===== src/rtl/mux_sel_reg.sv =====
// mux_sel_reg: registered N-way selector with valid/ready flow control.
//
// A one-entry output register is loaded from a single input channel. In
// MODE 0 the channel comes from `sel`. In MODE 1 the block picks it with a
// round-robin scan that starts at an internal pointer.
//
// Parameters:
//   WIDTH  data width per channel (1..32)
//   N      number of input channels (2..16, not necessarily a power of two)
//   MODE   0 = fixed select by `sel`, 1 = round-robin among valid channels
//   SELW   derived channel-index width, clog2(N) with a minimum of 1
//
// Ports:
//   clk        rising-edge clock
//   reset      asynchronous active-high reset
//   sel        channel select (MODE 0 only)
//   in_data    packed channel data, channel c at [c*WIDTH +: WIDTH]
//   in_valid   per-channel valid
//   in_ready   per-channel ready, one-hot or zero (combinational)
//   out_data   registered selected word
//   out_ch     channel index that supplied out_data
//   out_valid  out_data/out_ch hold an undelivered word
//   out_ready  consumer accepts the word this cycle

// Per-channel slice: ready qualification and the AND-OR mux leg.
module mux_sel_reg_lane #(
  parameter int WIDTH = 5,
  parameter int SELW  = 2,
  parameter int C     = 0
) (
  input  logic             can_load,
  input  logic             cand,
  input  logic [SELW-1:0]  grant,
  input  logic             valid,
  input  logic [WIDTH-1:0] data,
  output logic             ready,
  output logic             xfer,
  output logic [WIDTH-1:0] gated
);
  assign ready = can_load & cand & (grant == SELW'(C));
  assign xfer  = valid & ready;
  // Only the transferring lane contributes, so the OR of all legs is the mux.
  assign gated = xfer ? data : '0;
endmodule

module mux_sel_reg #(
  parameter int WIDTH = 5,
  parameter int N     = 4,
  parameter int MODE  = 0,
  parameter int SELW  = (N > 1) ? $clog2(N) : 1
) (
  input  logic               clk,
  input  logic               reset,
  input  logic [SELW-1:0]    sel,
  input  logic [N*WIDTH-1:0] in_data,
  input  logic [N-1:0]       in_valid,
  output logic [N-1:0]       in_ready,
  output logic [WIDTH-1:0]   out_data,
  output logic [SELW-1:0]    out_ch,
  output logic               out_valid,
  input  logic               out_ready
);

  logic                      can_load;
  logic                      cand;
  logic [SELW-1:0]           grant;
  logic [SELW-1:0]           ptr;
  logic [N-1:0]              xfer_vec;
  logic [N-1:0][WIDTH-1:0]   gated;
  logic [WIDTH-1:0]          ld_data;
  logic                      xfer;
  int                        idx;

  // Empty, or the held word leaves this same cycle (no bubble).
  assign can_load = ~out_valid | out_ready;

  // Candidate selection. The round-robin scan runs from the farthest offset
  // down to ptr itself so the closest valid channel is the last one written.
  always_comb begin
    cand  = 1'b0;
    grant = '0;
    idx   = 0;
    if (MODE == 0) begin
      if (int'(sel) < N) begin
        cand  = 1'b1;
        grant = sel;
      end
    end else begin
      for (int k = N - 1; k >= 0; k--) begin
        idx = int'(ptr) + k;
        if (idx >= N) idx = idx - N;
        if (in_valid[idx]) begin
          cand  = 1'b1;
          grant = SELW'(idx);
        end
      end
    end
  end

  genvar c;
  generate
    for (c = 0; c < N; c++) begin : g_lane
      mux_sel_reg_lane #(.WIDTH(WIDTH), .SELW(SELW), .C(c)) u_lane (
        .can_load (can_load),
        .cand     (cand),
        .grant    (grant),
        .valid    (in_valid[c]),
        .data     (in_data[c*WIDTH +: WIDTH]),
        .ready    (in_ready[c]),
        .xfer     (xfer_vec[c]),
        .gated    (gated[c])
      );
    end
  endgenerate

  assign xfer = |xfer_vec;

  always_comb begin
    ld_data = '0;
    for (int i = 0; i < N; i++) ld_data = ld_data | gated[i];
  end

  // A stall (out_valid & ~out_ready) forces can_load low, so neither branch
  // fires and the held word stays frozen.
  always_ff @(posedge clk or posedge reset) begin
    if (reset) begin
      out_data  <= '0;
      out_ch    <= '0;
      out_valid <= 1'b0;
      ptr       <= '0;
    end else if (xfer) begin
      out_data  <= ld_data;
      out_ch    <= grant;
      out_valid <= 1'b1;
      // Wrap explicitly at N, which need not equal 2^SELW.
      if (MODE == 1) ptr <= (int'(grant) == N - 1) ? '0 : grant + 1'b1;
    end else if (out_ready) begin
      out_valid <= 1'b0;
    end
  end

endmodule


===== config.mk =====
export PLATFORM = sky130hd
export DESIGN_NAME = mux_sel_reg
export DESIGN_NICKNAME = d
export VERILOG_FILES = /design/src/rtl/mux_sel_reg.sv
export SDC_FILE = /design/constraint.sdc
export NUM_CORES = 1
export LEC_CHECK = 0
export ABC_AREA = 1
export CORE_MARGIN = 2
export CORE_UTILIZATION = 37
export CTS_BUF_LIST = sky130_fd_sc_hd__clkbuf_16
export DETAILED_ROUTE_END_ITERATION = 12
export GPL_TIMING_DRIVEN = 0
export PLACE_DENSITY = 0.81
export SLEW_MARGIN = 20
export SYNTH_ARGS = -nofsm -noshare
export SYNTH_HDL_FRONTEND = slang
export SYNTH_HIERARCHICAL = 1
export SYNTH_SLANG_ARGS = --single-unit

===== constraint.sdc =====
create_clock -name clk -period 1.31 [get_ports clk]
set_input_delay 0.262 -clock clk [delete_from_list [all_inputs] [get_ports clk]]
set_output_delay 0.262 -clock clk [all_outputs]
set_load 0.05 [all_outputs]

==> run_results.csv, run 1 <==
group,metric,value,unit
status,outcome,"complete, but fails checks",
status,violations,"negative setup slack",
cells_and_area,syn_to_final_growth,102,%
yosys,seq_area_frac_synth,28.0,%
power_and_ir_drop,clkPwrFrac,37.4,%
cells_and_area,drive_above_1_share,39.4,%
place,dp_hpwl,1510,um
yosys,avgSynthCellArea,5.90,um^2
floorplanning,die_h,47.9,um
cells_and_area,final_net_count,205,
power_and_ir_drop,internal_power,909,uW
floorplanning,coreArea,1760,um^2
power_and_ir_drop,total_power,1420,uW
run,drv_cap,0,
clocking,path_clk_slew,0.04,ns
worst_setup_path,arrival,1.13,ns
detailed_routing,drtAntennaViolNets,0,
yosys,synth_seq_cells,8,
worst_setup_path,cp_cell_sequence,"nand2_4 > nand2_4 > nor3_4 > buf_6",
yosys,synth_top_area_share,28.0,%
detailed_routing,vias,889,
timing,setup_tns,-0.562,ns
yosys,synth_warnings,6,
power_and_ir_drop,p_sw,509,uW
clocking,htree_levels,1,
power_and_ir_drop,sequentialPowerShare,22.7,%
power_and_ir_drop,p_leak,0.000798,uW
yosys,synth_area_leaders,"dfrtp_1, inv_1, nor2_1, nand2_1, nor2_2",
timing,fmax,0.719,GHz
worst_setup_path,worst_setup_path_start_kind,"register",
timing,period_needed,1.39,ns
detailed_routing,dr.pass1.iters,4,
detailed_routing,dr.first_iter.drc_count,24,
power_and_ir_drop,powerDensity,984,nW/um^2
power_and_ir_drop,combPwrFrac,39.9,%
yosys,synth_cells,121,
worst_setup_path,r2r_start,"out_valid$_DFFE_PP0P_",
timing,finClkSkew,0.00198,ns
grt,grt_use_met2,47.2,%
timing,setup_ws,-0.0811,ns
grt,antenna_found_initial,0,
detailed_routing,wirelength,2550,um
floorplanning,dieWidth,47.9,um
worst_setup_path,end_kind,"output port",
yosys,synth_area_leader_cell,"dfrtp_1",
place,placed_cells,191,
floorplanning,dieArea,2300,um^2
detailed_routing,post_drt_wl_per_cell,12.8,um
yosys,synth_area,714,um^2
detailed_routing,drc,0,
power_and_ir_drop,max-vdd-ir-drop,0.000624,V
floorplanning,initial_utilization,40.5,%
worst_setup_path,reg2reg_slack,-0.06,ns
worst_setup_path,required,1.05,ns
worst_setup_path,crit_type,"register to output port",
place,pre_cts_slack,-1.03,ns
clocking,clock_path_buffers,2,
place,io_buffer_count,40,
floorplanning,num_rows,15,
worst_setup_path,path_max_fanout,5,
detailed_routing,viasPerCell,4.45,
clocking,root_buffer,"clkbuf_16",
worst_setup_path,path_common_cell,"nand2_4",
min_path,hp-class,"input pin to async pin",
timing,fin_crit_sh,106,%
clocking,cts_tree,"done",
worst_setup_path,crit_slowest_cell,"dfrtp_2",
grt,grt_max_degree,9,
cells_and_area,diodes,0,
worst_setup_path,critPathLaunch,"out_valid$_DFFE_PP0P_",
clocking,cts_made_buffers,3,
cells_and_area,final_core_util,81.7,%
clocking,cts.sinks,8,
worst_setup_path,timing.rr.end,"out_data[0]$_DFFE_PP0P_",
grt,grt_use_total,24.1,%
power_and_ir_drop,switching_share,35.9,%
worst_setup_path,crit_end,"in_ready[0]",
clocking,insertion_delay,0.23,ns
cells_and_area,final-instance-count-excl-fill,200,
yosys,ys_types,13,
timing,rsz0062_at_grt,"yes",
timing,setup_violations,12,
place,gp_congestion,0.773,
grt,grt_overflow,0,
grt,grt_pass1_wl,3770,um
timing,hold_viol,0,
grt,grt_use_met1,24.8,%
floorplanning,io_pins,41,
grt,grt_pass1_vias,908,
worst_setup_path,r2r_cells,9,
grt,grtUsageMet3,3.77,%
worst_setup_path,max_stage_delay,0.42,ns
grt,busiest_layer,"met2",
timing,slew_viol_final,0,
[power by group through the flow]
stage | registers (uW) | clock network, uW | logic [uW]
final | 322 | 531 | 566
after CTS | 321 | 526 | 539
after global routing | 327 | 556 | 598
after global placement | 316 | 0 | 505
after floorplan | 460 | 0 | 156
after detailed placement | 316 | 0 | 510
[Yosys cell counts]
cell / count
nor2_4: 3
nand3_2: 3
nor2_2: 8
conb_1: 1
nand2_4: 2
nor2_1: 27
dfrtp_1: 8
nand2_2: 1
inv_2: 1
nand2_1: 26
inv_1: 32
nand3_1: 8
nor3_1: 1
[layout by cell type, fill, tap and decap left out, drive strengths merged]
cell           synthesis  final
buf                    0      9
clkbuf                 0      5
clkdlybuf4s15          0      8
clkdlybuf4s50          0     25
conb                   1      6
dfrtp                  8      8
dlygate4sd2            0      1
inv                   33     34
nand2                 29     29
nand3                 11     11
nor2                  38     38
nor3                   1      1
[worst min path at each step]
stage,from,endpoint,slack (ns),depth (start not counted)
after floorplan,reset,out_ch[0]$_DFFE_PP0P_,0.08,1
after global placement,out_ch[1]$_DFFE_PP0P_,out_ch[1]$_DFFE_PP0P_,0.50,2
after detailed placement,out_data[0]$_DFFE_PP0P_,out_data[0]$_DFFE_PP0P_,0.50,2
after CTS,reset,out_ch[1]$_DFFE_PP0P_,0.30,2
after global routing,reset,out_ch[1]$_DFFE_PP0P_,0.31,2
final,reset,out_ch[1]$_DFFE_PP0P_,0.29,2
[per-layer routing]
metal  wire [um]  share of wire (%)
met1         981                 38
met2        1390                 54
met3         120                4.7
met4          62                2.4
met5           0                  0
[per-stage QoR]
stage,hold slack [ns],cell area (um^2)
after detailed placement,0.500,1210
after global placement,0.497,1210
final,0.290,1440
after CTS,0.300,1400
after floorplan,0.0776,778
after global routing,0.311,1440
[state kept, by name, indices dropped and copies added (netlist names)]
register and flops:
out_ch 2, out_data 5, out_valid 1
[final cells by class]
type	count	area, um^2
multi-input combinational	85	543
timing repair buffer	45	455
fill	108	323
sequential	8	201
inverter	33	131
clock buffer	3	75.1
tap	25	31.3
clock inverter	1	3.75
[cell families (layout without fill, tap and decap cells)]
family | count (synthesis) | count (layout) | share of synthesized area, %
buffers and inverters | 33 | 82 | 17.3
DFF | 8 | 8 | 28.0
other | 1 | 6 | 0.525
and+or+nand+nor | 79 | 79 | 54.1
[worst max-delay path: cells and delay by family, from the launching register on]
family / cells / cell delay [ns]
DFF: 1 / 0.42
buffers and inverters: 1 / 0.18
and+or+nand+nor: 3 / 0.30
[repair_timing]
item,4_1_cts,5_1_grt
buffers inserted,4,1
hold buffers,0,0
setup endpoints to repair,20,13
resized for setup,74,16
pin swaps,15,7
No activity file was read; power rests on OpenSTA's default activity.
==> inputs of run 2 (changes only) <==
--- a/config.mk
+++ b/config.mk
@@ -12,6 +12,7 @@
 export DETAILED_ROUTE_END_ITERATION = 12
 export GPL_TIMING_DRIVEN = 0
 export PLACE_DENSITY = 0.81
+export REMOVE_ABC_BUFFERS = 1
 export SLEW_MARGIN = 20
 export SYNTH_ARGS = -nofsm -noshare
 export SYNTH_HDL_FRONTEND = slang
==> run 2 against run 1 <==
Against the previous run: the flow still finishes with violations (negative setup slack); maximum frequency shrank 0.12%; cell area shrank 6.1%; wire length shrank 20%; worst hold slack gained 0.00068 ns; total power shrank 5.9%; clock-buffer cell count is the same; non-clock buffer count grew 1; sequential share of layout area grew 0.81 points; sequential power shrank 3%; largest power group unchanged.
==> run_results.csv, run 2 (synthesized netlist as in run 1, its figures left out) <==
group,metric,value,unit
status,outcome,"complete, but fails checks",
status,violations,"negative setup slack",
timing,setup_ws,-0.0829,ns
cells_and_area,regArea,200,um^2
worst_setup_path,required,1.05,ns
detailed_routing,post_drt_wl_per_cell,10.2,um
grt,grt_use_total,19.8,%
floorplanning,dieArea,2300,um^2
floorplanning,die_h,47.9,um
worst_setup_path,arrival,1.13,ns
worst_setup_path,crit_type,"register to output port",
cells_and_area,multiInputGateArea,448,um^2
run,drv_cap,0,
worst_setup_path,reg2reg_slack,-0.02,ns
cells_and_area,reg.largest.list,"out_data: 5 flops, out_ch: 2 flops, out_valid: 1 flops",
timing,fin_crit_sh,106,%
power_and_ir_drop,p_leak,0.000780,uW
floorplanning,io_pins,41,
place,dp_hpwl,1480,um
cells_and_area,diodes,0,
timing,setup_tns,-0.322,ns
cells_and_area,final_net_count,206,
cells_and_area,largest_reg_flops,5,
cells_and_area,final-instance-count-excl-fill,200,
cells_and_area,syn_to_final_growth,89.5,%
detailed_routing,drc,0,
clocking,htree_levels,1,
cells_and_area,layout_commonest_cell,"inv_1",
place,pre_cts_slack,-0.926,ns
grt,antenna_found_initial,0,
floorplanning,coreArea,1760,um^2
timing,hold_viol,0,
clocking,path_clk_slew,0.04,ns
grt,grt_pass1_vias,816,
cells_and_area,nFillCells,134,
min_path,hp-class,"input pin to async pin",
floorplanning,num_rows,15,
timing,rsz0062_at_grt,"yes",
timing,fmax,0.718,GHz
clocking,root_buffer,"clkbuf_16",
timing,finClkSkew,0.00259,ns
power_and_ir_drop,powerDensity,985,nW/um^2
power_and_ir_drop,total_power,1330,uW
clocking,cts_tree,"done",
clocking,insertion_delay,0.23,ns
place,gp_congestion,0.737,
clocking,clock_path_buffers,2,
cells_and_area,final_cell_mix,"inv_1, nor2_1, clkdlybuf4s50_1, nand2_1, nor2_2",
timing,period_needed,1.39,ns
worst_setup_path,worst_setup_path_start_kind,"register",
worst_setup_path,path_max_fanout,5,
cells_and_area,drive_above_1_share,28.6,%
place,io_buffer_count,40,
detailed_routing,wirelength,2030,um
detailed_routing,dr.first_iter.drc_count,5,
timing,slew_viol_final,0,
floorplanning,initial_utilization,40.5,%
grt,grt_pass1_wl,3080,um
cells_and_area,regMostFlops,"out_data",
timing,setup_violations,9,
floorplanning,dieWidth,47.9,um
grt,grt_max_degree,9,
power_and_ir_drop,max-vdd-ir-drop,0.00127,V
worst_setup_path,end_kind,"output port",
clocking,cts.sinks,8,
clocking,cts_made_buffers,3,
detailed_routing,drtAntennaViolNets,0,
grt,grt_overflow,0,
detailed_routing,dr.pass1.iters,4,
detailed_routing,viasPerCell,4.32,
place,placed_cells,191,
clocking,cts-hold-fix-buffers,0,
detailed_routing,vias,863,
run 2: cell count changes in the layout (fill, tap and decap cells not counted), moves of 4 or more:
| cell | delta |
|---|---|
| buf_6 | -5 |
| nand2_1 | +8 |
| nand2_2 | -4 |
| nand2_4 | -4 |
| nand3_1 | +8 |
| nand3_2 | -7 |
run 2: through the flow:
| step | hold WS (ns) | utilization [%] | instance area, um^2 |
|---|---|---|---|
| finish | 0.290 | 76.7 | 1350 |
| global route | 0.327 | 76.7 | 1350 |
| CTS | 0.304 | 76.0 | 1340 |
| detailed placement | 0.502 | 66.0 | 1160 |
| global placement | 0.500 | 66.0 | 1160 |
| floorplan | 0.0777 | - | 733 |
run 2: timing repair:
action                                  in CTS  in global routing
buffers inserted                             6                  0
pin swaps                                    6                  5
endpoints found under the setup margin      20                 13
hold endpoints to repair                     0                  0
gates resized for setup                     62                 10
run 2: metal layers:
layer  global-route usage (%)  wire [um]  up-vias
met5                        0          0        -
met4                     5.41         29        0
met3                     6.79        116        4
met2                     40.0       1130       32
met1                     18.3        757      380
li1                         -          -      447
run 2: where the power goes:
group / leakage (uW) / switching [uW] / internal, uW
Clock: 0.0000370 / 114 / 393
Combinational: 0.000638 / 313 / 203
Sequential: 0.000105 / 21.5 / 289
Total: 0.000780 / 448 / 885
run 2: final timing paths:
path	from	end	cells after the start
min reg2reg	out_data[0]$_DFFE_PP0P_	out_data[0]$_DFFE_PP0P_	2
min in group clk	sel[0]	out_ch[0]$_DFFE_PP0P_	3
max in group asynchronous	reset	out_data[4]$_DFFE_PP0P_	2
min	reset	out_ch[0]$_DFFE_PP0P_	2
max reg2reg	out_valid$_DFFE_PP0P_	out_data[3]$_DFFE_PP0P_	9
max	out_valid$_DFFE_PP0P_	in_ready[0]	4
run 2: worst max-delay path, stage by stage, from the launching register on:
cell and delay (ns):
dfrtp_1 0.37, nand2_2 0.13, nand2_2 0.09, nor3_4 0.13
buf_6 0.18
run 2: final cells by class:
type,count,share of cell area (%)
tap,25,2.31
multi-input combinational,85,33.1
clock buffer,3,5.55
timing repair buffer,46,35.1
sequential,8,14.8
inverter,33,9.15
